`src/rtl/apb_master.sv`:
```
// Single-outstanding APB initiator: valid/ready request in, SETUP/ACCESS
// transfer on the bus, one-cycle response out, with a wait-state timeout.
module apb_master #(
   parameter int ADDR_W  = 32,
   parameter int DATA_W  = 32,
   parameter int TIMEOUT = 16
) (
   input  logic              pclk_i,
   input  logic              rst_n_i,
   input  logic              req_valid_i,
   output logic              req_ready_o,
   input  logic              req_write_i,
   input  logic [ADDR_W-1:0] req_addr_i,
   input  logic [DATA_W-1:0] req_wdata_i,
   output logic              rsp_valid_o,
   output logic [DATA_W-1:0] rsp_rdata_o,
   output logic              rsp_err_o,
   output logic              rsp_timeout_o,
   output logic              busy_o,
   output logic              psel_o,
   output logic              penable_o,
   output logic              pwrite_o,
   output logic [ADDR_W-1:0] paddr_o,
   output logic [DATA_W-1:0] pwdata_o,
   input  logic [DATA_W-1:0] prdata_i,
   input  logic              pready_i,
   input  logic              pslverr_i
);

   localparam int CW = (TIMEOUT > 0) ? $clog2(TIMEOUT + 1) : 1;
   localparam logic [CW-1:0] LAST = (TIMEOUT > 0) ? CW'(TIMEOUT - 1) : '0;

   typedef enum logic [1:0] {
      IDLE,
      SETUP,
      ACCESS
   } state_t;

   state_t        state;
   state_t        state_nxt;
   logic [CW-1:0] cnt;
   logic          accept;
   logic          done;
   logic          abort;

   always_comb begin
      state_nxt = state;
      accept    = 1'b0;
      done      = 1'b0;
      abort     = 1'b0;
      unique case (state)
         IDLE: begin
            if (req_valid_i && req_ready_o) begin
               accept    = 1'b1;
               state_nxt = SETUP;
            end
         end
         SETUP: state_nxt = ACCESS;
         ACCESS: begin
            // a slave answering on the last allowed cycle still completes
            if (pready_i) begin
               done      = 1'b1;
               state_nxt = IDLE;
            end else if (TIMEOUT != 0 && cnt == LAST) begin
               abort     = 1'b1;
               state_nxt = IDLE;
            end
         end
         default: state_nxt = IDLE;
      endcase
   end

   always_ff @(posedge pclk_i or negedge rst_n_i) begin
      if (!rst_n_i) begin
         state <= IDLE;
      end else begin
         state <= state_nxt;
      end
   end

   always_ff @(posedge pclk_i or negedge rst_n_i) begin
      if (!rst_n_i) begin
         req_ready_o   <= 1'b0;
         rsp_valid_o   <= 1'b0;
         rsp_err_o     <= 1'b0;
         rsp_timeout_o <= 1'b0;
         rsp_rdata_o   <= '0;
         pwrite_o      <= 1'b0;
         paddr_o       <= '0;
         pwdata_o      <= '0;
         cnt           <= '0;
      end else begin
         req_ready_o <= (state_nxt == IDLE);
         rsp_valid_o <= done | abort;
         if (accept) begin
            pwrite_o <= req_write_i;
            paddr_o  <= req_addr_i;
            pwdata_o <= req_wdata_i;
         end
         if (state == SETUP) begin
            cnt <= '0;
         end else if (state == ACCESS && !pready_i && !abort) begin
            cnt <= cnt + 1'b1;
         end
         if (done) begin
            rsp_err_o     <= pslverr_i;
            rsp_timeout_o <= 1'b0;
            rsp_rdata_o   <= pwrite_o ? '0 : prdata_i;
         end else if (abort) begin
            rsp_err_o     <= 1'b1;
            rsp_timeout_o <= 1'b1;
            rsp_rdata_o   <= '0;
         end
      end
   end

   assign psel_o    = (state != IDLE);
   assign penable_o = (state == ACCESS);
   assign busy_o    = (state != IDLE);

endmodule

```
`config.mk`:
```
export PLATFORM = sky130hd
export DESIGN_NAME = apb_master
export DESIGN_NICKNAME = d
export VERILOG_FILES = /design/src/rtl/apb_master.sv
export SDC_FILE = /design/constraint.sdc
export NUM_CORES = 1
export LEC_CHECK = 0
export CAP_MARGIN = 40
export CORE_ASPECT_RATIO = 1.75
export CORE_UTILIZATION = 43
export DETAILED_ROUTE_END_ITERATION = 7
export HOLD_SLACK_MARGIN = 0.1
export PLACE_DENSITY_LB_ADDON = 0.1
export SLEW_MARGIN = 25
export SYNTH_ARGS = -nofsm -noshare
export SYNTH_HDL_FRONTEND = slang
export SYNTH_SLANG_ARGS = --single-unit
```
`constraint.sdc`:
```
create_clock -name pclk_i -period 4.35 [get_ports pclk_i]
set_clock_uncertainty 0.15 [all_clocks]
set_input_delay 0.6525 -clock pclk_i [delete_from_list [all_inputs] [get_ports pclk_i]]
set_output_delay 0.6525 -clock pclk_i [all_outputs]
set_load 0.01 [all_outputs]
```
==> summary.md <==
| Metric | Value |
|---|---|
| Tot Pwr | `4.40 mW` |
| Critical path's slowest cell | `clkdlybuf4s50_1` |
| Unique cell type count in the Yosys netlist | `32` |
| Post-synthesis cell count | `264` |
| Critical path launch point type | `flop` |
| Post-synth ARST share | `100%` |
| Avg WL per Cell | `17.2 µm` |
| Initial Util | `44.8%` |
| Post-synth EDFFs | `0` |
| GPL Wtd Cong | `0.780` |
| Met1 usage | `23.4%` |
| Synth warn | `0` |
| Status | `complete, no violations` |
| Total Neg Setup Slack | `0 ns` |
| Largest net degree at the start of global routing | `68` |
| Detail Route Antenna Nets | `0` |
| Root Buffer | `clkbuf_16` |
| Final Core Density | `71.3%` |
| Aggregate global-route resource usage | `21.0%` |
| Worst Path Buf+Inv | `2` |
| Min Tclk post-route | `2.62 ns` |
| # setup viols final | `0` |
| RSZ-0062 raised after global routing | `false` |
| CP arrival | `1.82 ns` |
| Register area share after synthesis | `65.5%` |
| Comb pwr share | `44.5%` |
| Ys flop type | `dfrtp_1` |
| Vert. Die Dim | `132 µm` |
| Req. time, crit path | `3.55 ns` |
| Mapped cell area | `4120 µm²` |
| Placed cell area | `6240 µm²` |
| Share of the synthesized area in the top cell type | `65.5%` |
| Flops & latches, synth | `108` |
| Max cap viols | `0` |
| Final hold vios | `0` |
| Placed cells | `577` |
| NetSw | `1.33 mW` |
| Clk_lat worst skew | `0.34 ns` |
| Crit path capture type | `output port` |
| Inserted Clock Buffers | `9` |
| Worst path max stage delay | `0.56 ns` |
| Clock slew at reported path FFs | `0.07 ns` |
| Number of global-route vias before repair | `3051` |
| Sw Share | `30.1%` |
| Top post-synthesis cells by count | `dfrtp_1, a22o_1, mux2_2` |
| Most frequent cell after synthesis | `dfrtp_1` |
| Via count | `2984` |
| P&R area growth vs syn | `59.2%` |
| Clock Sinks | `108` |
| Global route overflow | `0` |
| Multi-input combinational cell area | `1280 µm²` |
| I/O pin cnt | `206` |
| Crit-path max FO | `14` |
| Final nets | `575` |
| Least-Margin Pin Slew | `0.691 ns` |
| Share of cells above drive strength 1 | `12.6%` |
| Sequential cell area | `2700 µm²` |
| Leakage | `2.76 nW` |
| Final cycle utilization of the critical path | `60.3%` |
| Vias/cell | `5.01` |
| Fill cells | `688` |
| DR DRC count | `0` |
| Die width | `76.0 µm` |
| First-pass DRT Iterations | `4` |
| Max Root-Sink Buffers | `2` |
| Seq pwr share | `38.3%` |
| Largest area contributor in the netlist | `dfrtp_1` |
| First-pass GRT wire length | `16.0 mm` |
| Clock Power Share | `17.2%` |
| HP Class | `reg2reg` |
| Grt peak-use layer | `met2` |
| Final HPWL DP | `7.48 mm` |
| Syn Nets | `368` |
| Top delay family on crit path | `buffers and inverters` |
| Max IR drop VDD | `0.470 mV` |
| Count of pins over their slew limit | `0` |
| Finished Cell Area | `6570 µm²` |
| Drt total wl | `10.2 mm` |
| Internal | `3.08 mW` |
| Die area | `10000 µm²` |
| DRT iter0 DRCs | `130` |
| Core area | `9210 µm²` |
| Critical path type | `reg2out` |
| Worst slew margin | `53.8%` |
| Met3 Track Usage GR | `5.07%` |
| CTS tree | `done` |
| Pwr Density | `671 nW/µm²` |
| H-tree depth | `3` |
| Row Count | `46` |
| Initial antenna violation count | `1` |
| Area contributors post-synth | `dfrtp_1, mux2_2, mux2_1` |
| Fmax | `381 MHz` |
| Post-Syn Area per Cell | `15.6 µm²` |
| Register-to-register setup slack | `1.92 ns` |
| Port bufs | `205` |
| Crit path cell chain | `nand2b_1 -> inv_1 -> clkdlybuf4s50_1` |
| Met2 Resource Use GR | `37.5%` |
| Non-Filler Instances | `596` |
## power groups by stage
stage	logic, mW	registers (mW)	clock network, mW
after floorplan	0.679	1.88	0
after global placement	1.92	1.69	0
after detailed placement	1.96	1.71	0
after CTS	1.97	1.69	0.777
after global routing	2.07	1.75	0.820
final	1.96	1.69	0.757
## metal layers
layer	vias up	share of wire [%]
met5	-	0
li1	1370	-
met2	129	55
met1	1471	38
met3	14	4.8
met4	0	2.6
## timing repair
item / 4_1_cts / 5_1_grt
endpoints found under the hold margin: 0 / 27
gates resized for setup: 0 / 0
hold buffers: 0 / 1
setup buffers: 0 / 0
## cells in the final DEF (no fill, tap or decap), types with 3 or more instances in the layout
cell type and n:
mux2_2 35, clkbuf_16 9, buf_4 4, clkdlybuf4s50_1 204
a22o_1 35, mux2_1 30, nand2_1 5, dfrtp_1 108
inv_1 5, a21oi_1 3
## final timing paths
kind                                          endpoint  cells after the start                     start
setup / recovery                             penable_o                      3        state[0]$_DFF_PN0_
hold / removal                pwdata_o[23]$_DFFE_PN0P_                      1  pwdata_o[23]$_DFFE_PN0P_
setup reg to reg            rsp_rdata_o[5]$_DFFE_PN0P_                      7        cnt[0]$_DFFE_PN0P_
hold reg to reg               pwdata_o[23]$_DFFE_PN0P_                      1  pwdata_o[23]$_DFFE_PN0P_
max in group asynchronous  rsp_rdata_o[14]$_DFFE_PN0P_                      4                   rst_n_i
min in group asynchronous   rsp_rdata_o[7]$_DFFE_PN0P_                      2                   rst_n_i
## logic make-up after synthesis
group / synth area share [%]
buf+inv: 3.67
flops: 65.5
simple gates: 2.97
compound gates: 9.47
mux: 17.7
fa+ha+maj: 0.607
## through the flow
| step | hold slack [ns] | worst slack [ns] |
|---|---|---|
| after global placement | 0.317 | 1.46 |
| after floorplan | 0.207 | 2.25 |
| after CTS | 0.284 | 1.71 |
| after global routing | 0.354 | 1.64 |
| after detailed placement | 0.324 | 1.69 |
| final | 0.337 | 1.73 |
## registers in the layout, summed over array words and instances (netlist names)
signal / cells
cnt: 5
paddr_o: 32
pwdata_o: 32
pwrite_o: 1
req_ready_o: 1
rsp_err_o: 1
rsp_rdata_o: 32
rsp_timeout_o: 1
rsp_valid_o: 1
state: 2
## layout make-up
cell class | count | area share [%]
sequential | 108 | 41.2
timing repair buffer | 212 | 32.6
multi-input combinational | 135 | 19.5
clock buffer | 10 | 3.64
tap | 120 | 2.29
clock inverter | 5 | 0.572
inverter | 5 | 0.286
antenna | 1 | 0.0381
Note: power is estimated with default switching activity, not from simulation.
